### src/rtl/melody_seq_pkg.sv
// Shared definitions for the melody sequencer and the tone generator it feeds:
// note codes, sequencer states and song ROM entry layout.
package melody_seq_pkg;

  localparam int NOTE_W = 3;
  localparam int DUR_W  = 3;
  localparam int IDX_W  = 4;

  typedef enum logic [NOTE_W-1:0] {
    NOTE_REST = 3'd0,
    NOTE_DO   = 3'd1,
    NOTE_RE   = 3'd2,
    NOTE_MI   = 3'd3,
    NOTE_FA   = 3'd4,
    NOTE_SO   = 3'd5,
    NOTE_LA   = 3'd6,
    NOTE_XI   = 3'd7
  } note_e;

  typedef enum logic [1:0] {
    ST_IDLE = 2'd0,
    ST_NOTE = 2'd1,
    ST_GAP  = 2'd2,
    ST_DONE = 2'd3
  } state_e;

  typedef struct packed {
    logic [NOTE_W-1:0] note;
    logic [DUR_W-1:0]  dur;
  } rom_entry_t;

  function automatic int unsigned cnt_width(input int unsigned max_val);
    return (max_val < 2) ? 1 : $clog2(max_val + 1);
  endfunction

endpackage

### src/rtl/melody_seq_rom.sv
// Fixed 16-entry song table: index to {note, beats}. Entries past the song are rest/1.
module melody_rom
  import melody_seq_pkg::*;
(
  input  logic [IDX_W-1:0] idx_i,
  output rom_entry_t       entry_o
);

  always_comb begin
    // NOTE: the default assignment covers every path, so no latch is inferred.
    entry_o = '{note: NOTE_REST, dur: 3'd1};
    case (idx_i)
      4'd0:    entry_o = '{note: NOTE_DO, dur: 3'd1};
      4'd1:    entry_o = '{note: NOTE_DO, dur: 3'd1};
      4'd2:    entry_o = '{note: NOTE_SO, dur: 3'd1};
      4'd3:    entry_o = '{note: NOTE_SO, dur: 3'd1};
      4'd4:    entry_o = '{note: NOTE_LA, dur: 3'd1};
      4'd5:    entry_o = '{note: NOTE_LA, dur: 3'd1};
      4'd6:    entry_o = '{note: NOTE_SO, dur: 3'd2};
      4'd7:    entry_o = '{note: NOTE_FA, dur: 3'd1};
      4'd8:    entry_o = '{note: NOTE_FA, dur: 3'd1};
      4'd9:    entry_o = '{note: NOTE_MI, dur: 3'd1};
      4'd10:   entry_o = '{note: NOTE_MI, dur: 3'd1};
      4'd11:   entry_o = '{note: NOTE_RE, dur: 3'd1};
      4'd12:   entry_o = '{note: NOTE_RE, dur: 3'd1};
      4'd13:   entry_o = '{note: NOTE_DO, dur: 3'd2};
      default: ;
    endcase
  end

endmodule

### src/rtl/melody_seq.sv
// Song sequencer feeding the PWM tone generator: play/pause, restart and looping.
// Define MELODY_SEQ_GAP_EN to insert GAP_CNT+1 silent cycles between notes.
module melody_seq
  import melody_seq_pkg::*;
#(
  parameter int unsigned TICK_CNT = 24_999_999,
  parameter int unsigned GAP_CNT  = 2_499_999,
  parameter int unsigned SONG_LEN = 14
) (
  input  logic              sys_clk,
  input  logic              rst_n,
  input  logic              play,
  input  logic              restart,
  input  logic              loop_en,
  output logic [NOTE_W-1:0] note,
  output logic              note_start,
  output logic              playing,
  output logic              song_done
);

  // One counter times both beats and gaps, so it is sized for the longer of the two.
  localparam int unsigned      CNT_MAX   = (TICK_CNT > GAP_CNT) ? TICK_CNT : GAP_CNT;
  localparam int unsigned      CNT_W     = cnt_width(CNT_MAX);
  localparam logic [CNT_W-1:0] TICK_LAST = CNT_W'(TICK_CNT);
  localparam logic [IDX_W-1:0] IDX_LAST  = IDX_W'(SONG_LEN - 1);

  state_e            state_q;
  logic [IDX_W-1:0]  idx_q;
  logic [CNT_W-1:0]  tick_q;
  logic [DUR_W-1:0]  beat_q;
  logic [DUR_W-1:0]  dur_last_q;
  logic [NOTE_W-1:0] cur_note_q;
  logic [NOTE_W-1:0] note_q;
  logic              note_start_q;
  logic              playing_q;
  logic              song_done_q;

  logic [IDX_W-1:0]  load_idx;
  rom_entry_t        rom_entry;
  logic [DUR_W-1:0]  rom_dur_last;
  logic              at_last;
  logic              stop_here;
  logic              note_end;
  logic              advance;
  logic              do_load;
  logic              do_done;
`ifdef MELODY_SEQ_GAP_EN
  localparam logic [CNT_W-1:0] GAP_LAST = CNT_W'(GAP_CNT);
  logic              gap_end;
  logic              go_gap;
`endif

  melody_rom u_rom (
    .idx_i   (load_idx),
    .entry_o (rom_entry)
  );

  always_comb begin
    at_last      = (idx_q == IDX_LAST);
    stop_here    = at_last && !loop_en;
    load_idx     = (state_q == ST_IDLE) ? idx_q : (at_last ? '0 : idx_q + IDX_W'(1));
    rom_dur_last = (rom_entry.dur == '0) ? '0 : rom_entry.dur - DUR_W'(1);
    note_end     = (state_q == ST_NOTE) && play && (tick_q == TICK_LAST) &&
                   (beat_q == dur_last_q);
`ifdef MELODY_SEQ_GAP_EN
    gap_end      = (state_q == ST_GAP) && play && (tick_q == GAP_LAST);
    go_gap       = note_end && !stop_here;
    advance      = gap_end || (note_end && stop_here);
`else
    advance      = note_end;
`endif
    do_load      = ((state_q == ST_IDLE) && play) || (advance && !stop_here);
    do_done      = advance && stop_here;
  end

  // NOTE: state uses non-blocking assignments; every flop is reset, there is no memory array.
  always_ff @(posedge sys_clk or negedge rst_n) begin
    if (!rst_n) begin
      state_q      <= ST_IDLE;
      idx_q        <= '0;
      tick_q       <= '0;
      beat_q       <= '0;
      dur_last_q   <= '0;
      cur_note_q   <= NOTE_REST;
      note_q       <= NOTE_REST;
      note_start_q <= 1'b0;
      playing_q    <= 1'b0;
      song_done_q  <= 1'b0;
    end else begin
      note_start_q <= 1'b0;
      song_done_q  <= 1'b0;
      if (restart) begin
        state_q   <= ST_IDLE;
        idx_q     <= '0;
        tick_q    <= '0;
        beat_q    <= '0;
        note_q    <= NOTE_REST;
        playing_q <= 1'b0;
      end else if (do_load) begin
        state_q      <= ST_NOTE;
        idx_q        <= load_idx;
        tick_q       <= '0;
        beat_q       <= '0;
        dur_last_q   <= rom_dur_last;
        cur_note_q   <= rom_entry.note;
        note_q       <= rom_entry.note;
        note_start_q <= 1'b1;
        playing_q    <= 1'b1;
      end else if (do_done) begin
        state_q     <= ST_DONE;
        note_q      <= NOTE_REST;
        playing_q   <= 1'b0;
        song_done_q <= 1'b1;
`ifdef MELODY_SEQ_GAP_EN
      end else if (go_gap) begin
        state_q   <= ST_GAP;
        tick_q    <= '0;
        beat_q    <= '0;
        note_q    <= NOTE_REST;
        playing_q <= 1'b1;
`endif
      end else begin
        case (state_q)
          ST_NOTE: begin
            // Pausing silences the output but freezes the counters, so the note resumes.
            playing_q <= play;
            note_q    <= play ? cur_note_q : NOTE_REST;
            if (play) begin
              if (tick_q == TICK_LAST) begin
                tick_q <= '0;
                beat_q <= beat_q + DUR_W'(1);
              end else begin
                tick_q <= tick_q + CNT_W'(1);
              end
            end
          end
`ifdef MELODY_SEQ_GAP_EN
          ST_GAP: begin
            playing_q <= play;
            if (play) tick_q <= tick_q + CNT_W'(1);
          end
`endif
          default: begin
            note_q    <= NOTE_REST;
            playing_q <= 1'b0;
          end
        endcase
      end
    end
  end

  assign note       = note_q;
  assign note_start = note_start_q;
  assign playing    = playing_q;
  assign song_done  = song_done_q;

endmodule

### config.mk
export PLATFORM = sky130hd
export DESIGN_NAME = melody_seq
export DESIGN_NICKNAME = d
export VERILOG_FILES = /design/src/rtl/melody_seq_pkg.sv /design/src/rtl/melody_seq_rom.sv /design/src/rtl/melody_seq.sv
export SDC_FILE = /design/constraint.sdc
export NUM_CORES = 1
export LEC_CHECK = 0
export ABC_AREA = 1
export CORE_MARGIN = 2
export CORE_UTILIZATION = 66
export CTS_CLUSTER_SIZE = 24
export DETAILED_ROUTE_END_ITERATION = 10
export HOLD_SLACK_MARGIN = 0.15
export PLACE_DENSITY = 0.94
export RECOVER_POWER = 50
export SLEW_MARGIN = 20
export SYNTH_ARGS = -nofsm -noshare
export SYNTH_HDL_FRONTEND = slang
export SYNTH_HIERARCHICAL = 1
export SYNTH_SLANG_ARGS = --single-unit
export TNS_END_PERCENT = 100
### constraint.sdc
create_clock -name sys_clk -period 2.86 [get_ports sys_clk]
set_input_delay 0.572 -clock sys_clk [delete_from_list [all_inputs] [get_ports sys_clk]]
set_output_delay 0.572 -clock sys_clk [all_outputs]
set_load 0.02 [all_outputs]
==> reports/results.tsv, run 1 <==
stage	metric	value	unit
timing	tightest_slew	1.14	ns
synth	synth.distinct_cells	27	
drt	drt_first_pass_iters	5	
global_route	grt_usage	31.9	%
setup_path	crit_fanout	44	
die	die_area	5230	um^2
synth	ys.flop_type	dfrtp_1	
placement	dp_slack	0.108	ns
setup_path	crit_path_top_delay_cell	nor2_8	
placement	placement.io_buffers	10	
finish	area_growth	5.81	%
timing	period_needed	2.52	ns
global_route	grt_pass1_wl	12900	um
synth	yosysTopAreaCell	dfrtp_1	
setup_path	startpoint	tick_q[0]	
timing	fin_setup_tns	0	ns
clock_tree	cts_max_path_buffers	2	
timing	max_freq	397	MHz
clock_tree	cts_buffers	5	
setup_path	crit_top_cell	inv_2	
setup_path	cp.arrival	2.69	ns
synth	ys_seq_area_share	37.4	%
synth	synth_area_leaders	dfrtp_1 (37%), nand2_1 (18%), nor2_1 (9.6%)	
global_route	grt_overflow	0	
global_route	grt_most_used_layer	met2	
finish	drive_above_1_share	3.98	%
timing	hold_viol	0	
die	io_pins	11	
global_route	grt.met3_usage	4.86	%
synth	syn_area	3080	um^2
timing	slew_violations	0	
finish	diodes	0	
global_route	grt_pass1_vias	2839	
drt	drc	0	
drt	via_count	3074	
timing	min_period_over_period	88.0	%
placement	gp_congestion	0.978	
synth	synth_edf_count	0	
synth	synthCells	469	
timing	setup_viol	0	
placement	hpwl	5580	um
setup_path	worstPathRequired	3.03	ns
finish	nNetsFinal	486	
drt	vias_per_cell	5.81	
clock_tree	clock-root-buffer	clkbuf_8	
die	core	4410	um^2
setup_path	cpLargestDelayFamily	simple AND/OR/NAND/NOR gates	
clock_tree	insertion_delay	0.31	ns
clock_tree	ctsResizeCount	0	
drt	drt_iter0_drc	295	
drt	drt_wl_total	7580	um
timing	setup_slack	0.342	ns
clock_tree	hold_buffers	0	
min_path	hold_path_class	in2async	
global_route	met1_usage	42.1	%
die	dieHeight	72.3	um
synth	syn_avg_cell_area	6.56	um^2
synth	yosysWarnings	6	
setup_path	start_kind	register	
clock_tree	post_cts_buffers	0	
clock_tree	clock_sinks	46	
setup_path	regToRegStartpoint	tick_q[0]	
clock_tree	cts.clk_slew.worst_paths	0.08	ns
timing	relSlewSlack	24.3	%
die	initial_core_util	69.7	%
setup_path	critPathBufInv	2	
synth	synth-seq-cells	46	
setup_path	endpoint_kind	register	
setup_path	crit_path_max_incr_delay	0.48	ns
global_route	antenna_found_initial	0	
run	drv_cap	0	
global_route	met2_usage	51.5	%
power_and_ir_drop	peakVddDrop	0.000354	V
global_route	grt_start_max_net_pins	47	
status	status	complete, no violations	
power_and_ir_drop	leakage	1.45	nW
timing	finalClockSkew	0.00827	ns
synth	yosysTopAreaCellShare	37.4	%
die	placementRows	24	
timing	rsz0062_at_grt	no	
setup_path	cp_cell_sequence	ha_1, inv_2, nor2_4, nand2_1, nor2_1, nand4_1, nand2_2, inv_2, nor2_8, o21ai_0	
synth	async_flop_share	100	%
drt	wl_per_cell	14.3	um
clock_tree	h-tree-depth	2	
power_and_ir_drop	power_density	355	nW/um^2
setup_path	worstSetupPathType	reg2reg	
drt	ant_nets	0	
synth	syn-num-nets	478	
die	dieWidth	72.3	um
clock_tree	tritoncts	done	
path summary, 6_finish.rpt:
path                            endpoint  slack (ns)  depth (start not counted)
min in group sys_clk       dur_last_q[0]        0.51                          2
setup / recovery              tick_q[16]        0.34                         10
setup reg to reg              tick_q[16]        0.34                         10
hold reg to reg            dur_last_q[0]        0.51                          2
hold / removal                tick_q[15]        0.47                          1
max in group asynchronous  cur_note_q[0]        1.69                          1
worst reg2reg max path, cell delays in order (launching register included):
cell     delay, ns
dfrtp_1       0.42
ha_1          0.35
inv_2         0.10
nor2_4        0.22
nand2_1       0.08
nor2_1        0.16
nand4_1       0.12
nand2_2       0.14
inv_2         0.14
nor2_8        0.48
o21ai_0       0.19
cell families after synthesis:
| kind of cell | count (synthesis) | synth area share, % |
|---|---|---|
| other cells | 1 | 0.122 |
| compound gates | 49 | 8.42 |
| buf+inv | 68 | 9.55 |
| xor+xnor | 13 | 3.70 |
| simple gates | 288 | 39.2 |
| flops | 46 | 37.4 |
| fa+ha+maj | 4 | 1.63 |
through the flow:
stage	instance area (um^2)	hold slack (ns)	utilization [%]	power [mW]	cells
2_1_floorplan	3080	0.276	-	0.757	469
3_3_place_gp	3180	0.486	72.1	0.789	522
3_5_place_dp	3180	0.488	72.1	0.792	522
4_1_cts	3260	0.472	73.8	1.16	529
5_1_grt	3260	0.523	73.8	1.20	529
6_report	3260	0.469	73.8	1.16	529
layer usage:
layer	up-vias	wire length, um
met4	0	320
met2	147	3590
met1	1397	3160
met3	30	512
met5	-	0
li1	1500	-
cells in the mapped netlist, types with 4 or more instances:
master   instances
nand2_1        146
nor2_1          79
inv_1           50
dfrtp_1         46
nand3_1         36
o21ai_0         20
o21ai_1         20
nand4_1         13
nor3_1           9
xor2_1           8
inv_2            5
xnor2_1          5
buf_2            4
ha_1             4
flip-flops by register name (all words and copies together), names as in the netlist:
signal	count
song_done	1
idx_q	4
tick_q	25
note_start	1
beat_q	3
note	3
cur_note_q	3
playing	1
dur_last_q	3
state_q	2
layout make-up:
type	count	area, um^2
Multi-Input combinational cell	355	1630
Fill cell	350	1160
Sequential cell	46	1150
Inverter	55	206
Timing Repair Buffer	14	125
Clock buffer	7	76.3
Tap cell	52	65.1
cells in the final DEF (no fill, tap or decap), drive strengths merged, types with 4 or more instances in the layout:
cell type | synthesis | layout
nand2 | 147 | 147
nor2 | 81 | 81
inv | 55 | 55
dfrtp | 46 | 46
o21ai | 40 | 40
nand3 | 37 | 37
nand4 | 13 | 13
nor3 | 9 | 9
xor2 | 8 | 8
clkbuf | 3 | 8
clkdlybuf4s50 | 0 | 6
xnor2 | 5 | 5
ha | 4 | 4
buf | 10 | 4
power by group:
part,switching [mW],internal (mW)
combinational,0.0854,0.0274
clock,0.209,0.169
sequential,0.00532,0.662
(Power assumes the default switching activity.)
==> run 2, diff against run 1 <==
CTS_CLUSTER_SIZE = 12   (was 24)
==> results of run 2 <==
No change in the layout: final DEF, timing and power equal those of run 1.
==> run 3, diff against run 2 <==
CORE_UTILIZATION = 45   (was 66)
PLACE_DENSITY = 0.71   (was 0.94)
SKIP_LAST_GASP = 1   (was not set)
==> run 3 against run 2 <==
Compared with the run above: via count fell by 4.0%; power grew 5.7%; clock power grew 16%; wire length up 1.0%; largest cell class unchanged; worst setup slack better by 0.062 ns; global-route usage decreased by 9.5 points; die area is 44% higher; first-iteration DRC count down 23%.
==> reports/results.tsv, run 3 (synthesis gave the netlist of run 1 again) <==
stage	metric	value	unit	change
status	status	complete, no violations		unchanged
timing	min_period_over_period	85.9	%	was 88.0%
finish	drive_above_1_share	4.99	%	was 3.98%
timing	hold_viol	0		unchanged
finish	final_cell_mix	nand2_1 (146), nor2_1 (79), inv_1 (50), dfrtp_1 (46), nand3_1 (36)		unchanged
clock_tree	hold_buffers	0		unchanged
finish	nNetsFinal	489		was 486
die	dieWidth	86.7	um	was 72.3 um
finish	final_common_cell	nand2_1		unchanged
global_route	grt_pass1_vias	2748		was 2839
timing	tightest_slew	1.30	ns	was 1.14 ns
power_and_ir_drop	power_density	366	nW/um^2	was 355 nW/um^2
clock_tree	clock-root-buffer	clkbuf_8		unchanged
setup_path	crit_fanout	30		was 44
clock_tree	tritoncts	done		unchanged
setup_path	cp.arrival	2.69	ns	about the same
global_route	grt_overflow	0		unchanged
clock_tree	h-tree-depth	2		unchanged
timing	max_freq	407	MHz	was 397 MHz
placement	hpwl	5690	um	was 5580 um
setup_path	regToRegStartpoint	tick_q[0]		unchanged
setup_path	endpoint_kind	register		unchanged
setup_path	worstPathRequired	3.10	ns	was 3.03 ns
timing	holdWs	0.511	ns	was 0.469 ns
global_route	grt_usage	22.4	%	was 31.9%
drt	drt_wl_total	7660	um	was 7580 um
clock_tree	cts.clk_slew.worst_paths	0.11	ns	was 0.08 ns
setup_path	regToRegEndpoint	tick_q[5]		was tick_q[16]
drt	drt_iter0_drc	227		was 295
global_route	grt_start_max_net_pins	31		was 47
timing	rsz0062_at_grt	no		unchanged
die	core	6720	um^2	was 4410 um^2
clock_tree	insertion_delay	0.32	ns	was 0.31 ns
drt	ant_nets	0		unchanged
finish	diodes	0		unchanged
timing	finalClockSkew	0.0172	ns	was 0.00827 ns
clock_tree	post_cts_buffers	0		unchanged
timing	relSlewSlack	13.5	%	was 24.3%
finish	top_regs	tick_q: 25 flops, idx_q: 4 flops		unchanged
setup_path	reg2reg_slack	0.40	ns	was 0.34 ns
global_route	antenna_found_initial	0		unchanged
drt	vias_per_cell	5.26		was 5.81
die	initial_core_util	45.8	%	was 69.7%
timing	period_needed	2.46	ns	was 2.52 ns
setup_path	worstSetupPathType	reg2reg		unchanged
power_and_ir_drop	peakVddDrop	0.000205	V	was 0.000354 V
finish	largest_reg_flops	25		unchanged
clock_tree	ctsResizeCount	0		unchanged
finish	stdcell_area	3340	um^2	was 3260 um^2
drt	drc	0		unchanged
drt	via_count	2952		was 3074
setup_path	rr_worst_depth	12		was 10
clock_tree	cts_max_path_buffers	2		unchanged
die	dieHeight	86.7	um	was 72.3 um
finish	fillers	689		was 350
power_and_ir_drop	p_total	1.22	mW	was 1.16 mW
placement	placement.io_buffers	10		unchanged
die	die_area	7520	um^2	was 5230 um^2
finish	regMostFlops	tick_q		unchanged
drt	drt_first_pass_iters	5		unchanged
run	drv_cap	0		unchanged
finish	area_growth	8.58	%	was 5.81%
placement	placed_area	3250	um^2	was 3180 um^2
clock_tree	clock_sinks	46		unchanged
placement	gp_congestion	0.958		was 0.978
clock_tree	cts_buffers	5		unchanged
drt	wl_per_cell	13.6	um	was 14.3 um
timing	slew_violations	0		unchanged
die	placementRows	30		was 24
setup_path	start_kind	register		unchanged
timing	setup_viol	0		unchanged
min_path	hold_path_class	in2async		unchanged
timing	fin_setup_tns	0	ns	unchanged
global_route	grt_pass1_wl	13200	um	was 12900 um
die	io_pins	11		unchanged
power_and_ir_drop	leakage	1.47	nW	was 1.45 nW
==> run 3: cell count changes in the layout (fill, tap and decap cells not counted), sizes merged <==
cell / change
clkbuf: -1
buf: +2
inv: +3
==> run 3: stage by stage <==
stage	setup WS, ns	cells	utilization (%)
global route	0.140	561	49.7
finish	0.404	561	49.7
floorplan	0.967	469	-
detailed placement	0.226	553	48.4
global placement	0.273	553	48.4
CTS	0.419	561	49.8
==> run 3: power breakdown <==
group / internal (mW) / total, mW / switching, mW
clock network: 0.182 / 0.439 / 0.257
registers: 0.662 / 0.667 / 0.00505
logic: 0.0323 / 0.118 / 0.0861
==> run 3: worst max path at each step <==
stage	from	end	slack [ns]	depth (start not counted)
after floorplan	state_q[1]	dur_last_q[0]	0.97	12
after global placement	play	tick_q[2]	0.27	11
after detailed placement	play	tick_q[15]	0.23	12
after CTS	tick_q[0]	tick_q[15]	0.42	12
after global routing	tick_q[0]	tick_q[15]	0.14	12
final	tick_q[0]	tick_q[5]	0.40	12
==> run 3: worst max-delay path, stage by stage, from the launching register on <==
cell and delay (ns):
dfrtp_1 0.42, ha_1 0.33, inv_2 0.09, nor2_4 0.24
nand2_1 0.08, nor2_1 0.20, nand4_1 0.13, nand2_2 0.15
inv_2 0.14, nor2_8 0.25, buf_12 0.21, nand2_1 0.06
o21ai_1 0.08
==> run 3: final cells by class <==
class / count / area [um^2] / area share (%)
Timing Repair Buffer: 17 / 156 / 4.68
Inverter: 55 / 206 / 6.18
Multi-Input combinational cell: 355 / 1630 / 48.9
Tap cell: 80 / 100 / 3.00
Sequential cell: 46 / 1150 / 34.4
Clock buffer: 5 / 68.8 / 2.06
Clock inverter: 3 / 26.3 / 0.786
==> run 3: per-layer routing <==
layer / part of all wire (%) / track usage, % / vias up
li1: - / - / 1499
met1: 46 / 31.1 / 1364
met2: 47 / 35.2 / 79
met3: 4.9 / 3.33 / 10
met4: 1.9 / 8.38 / 0
met5: 0 / 0 / -
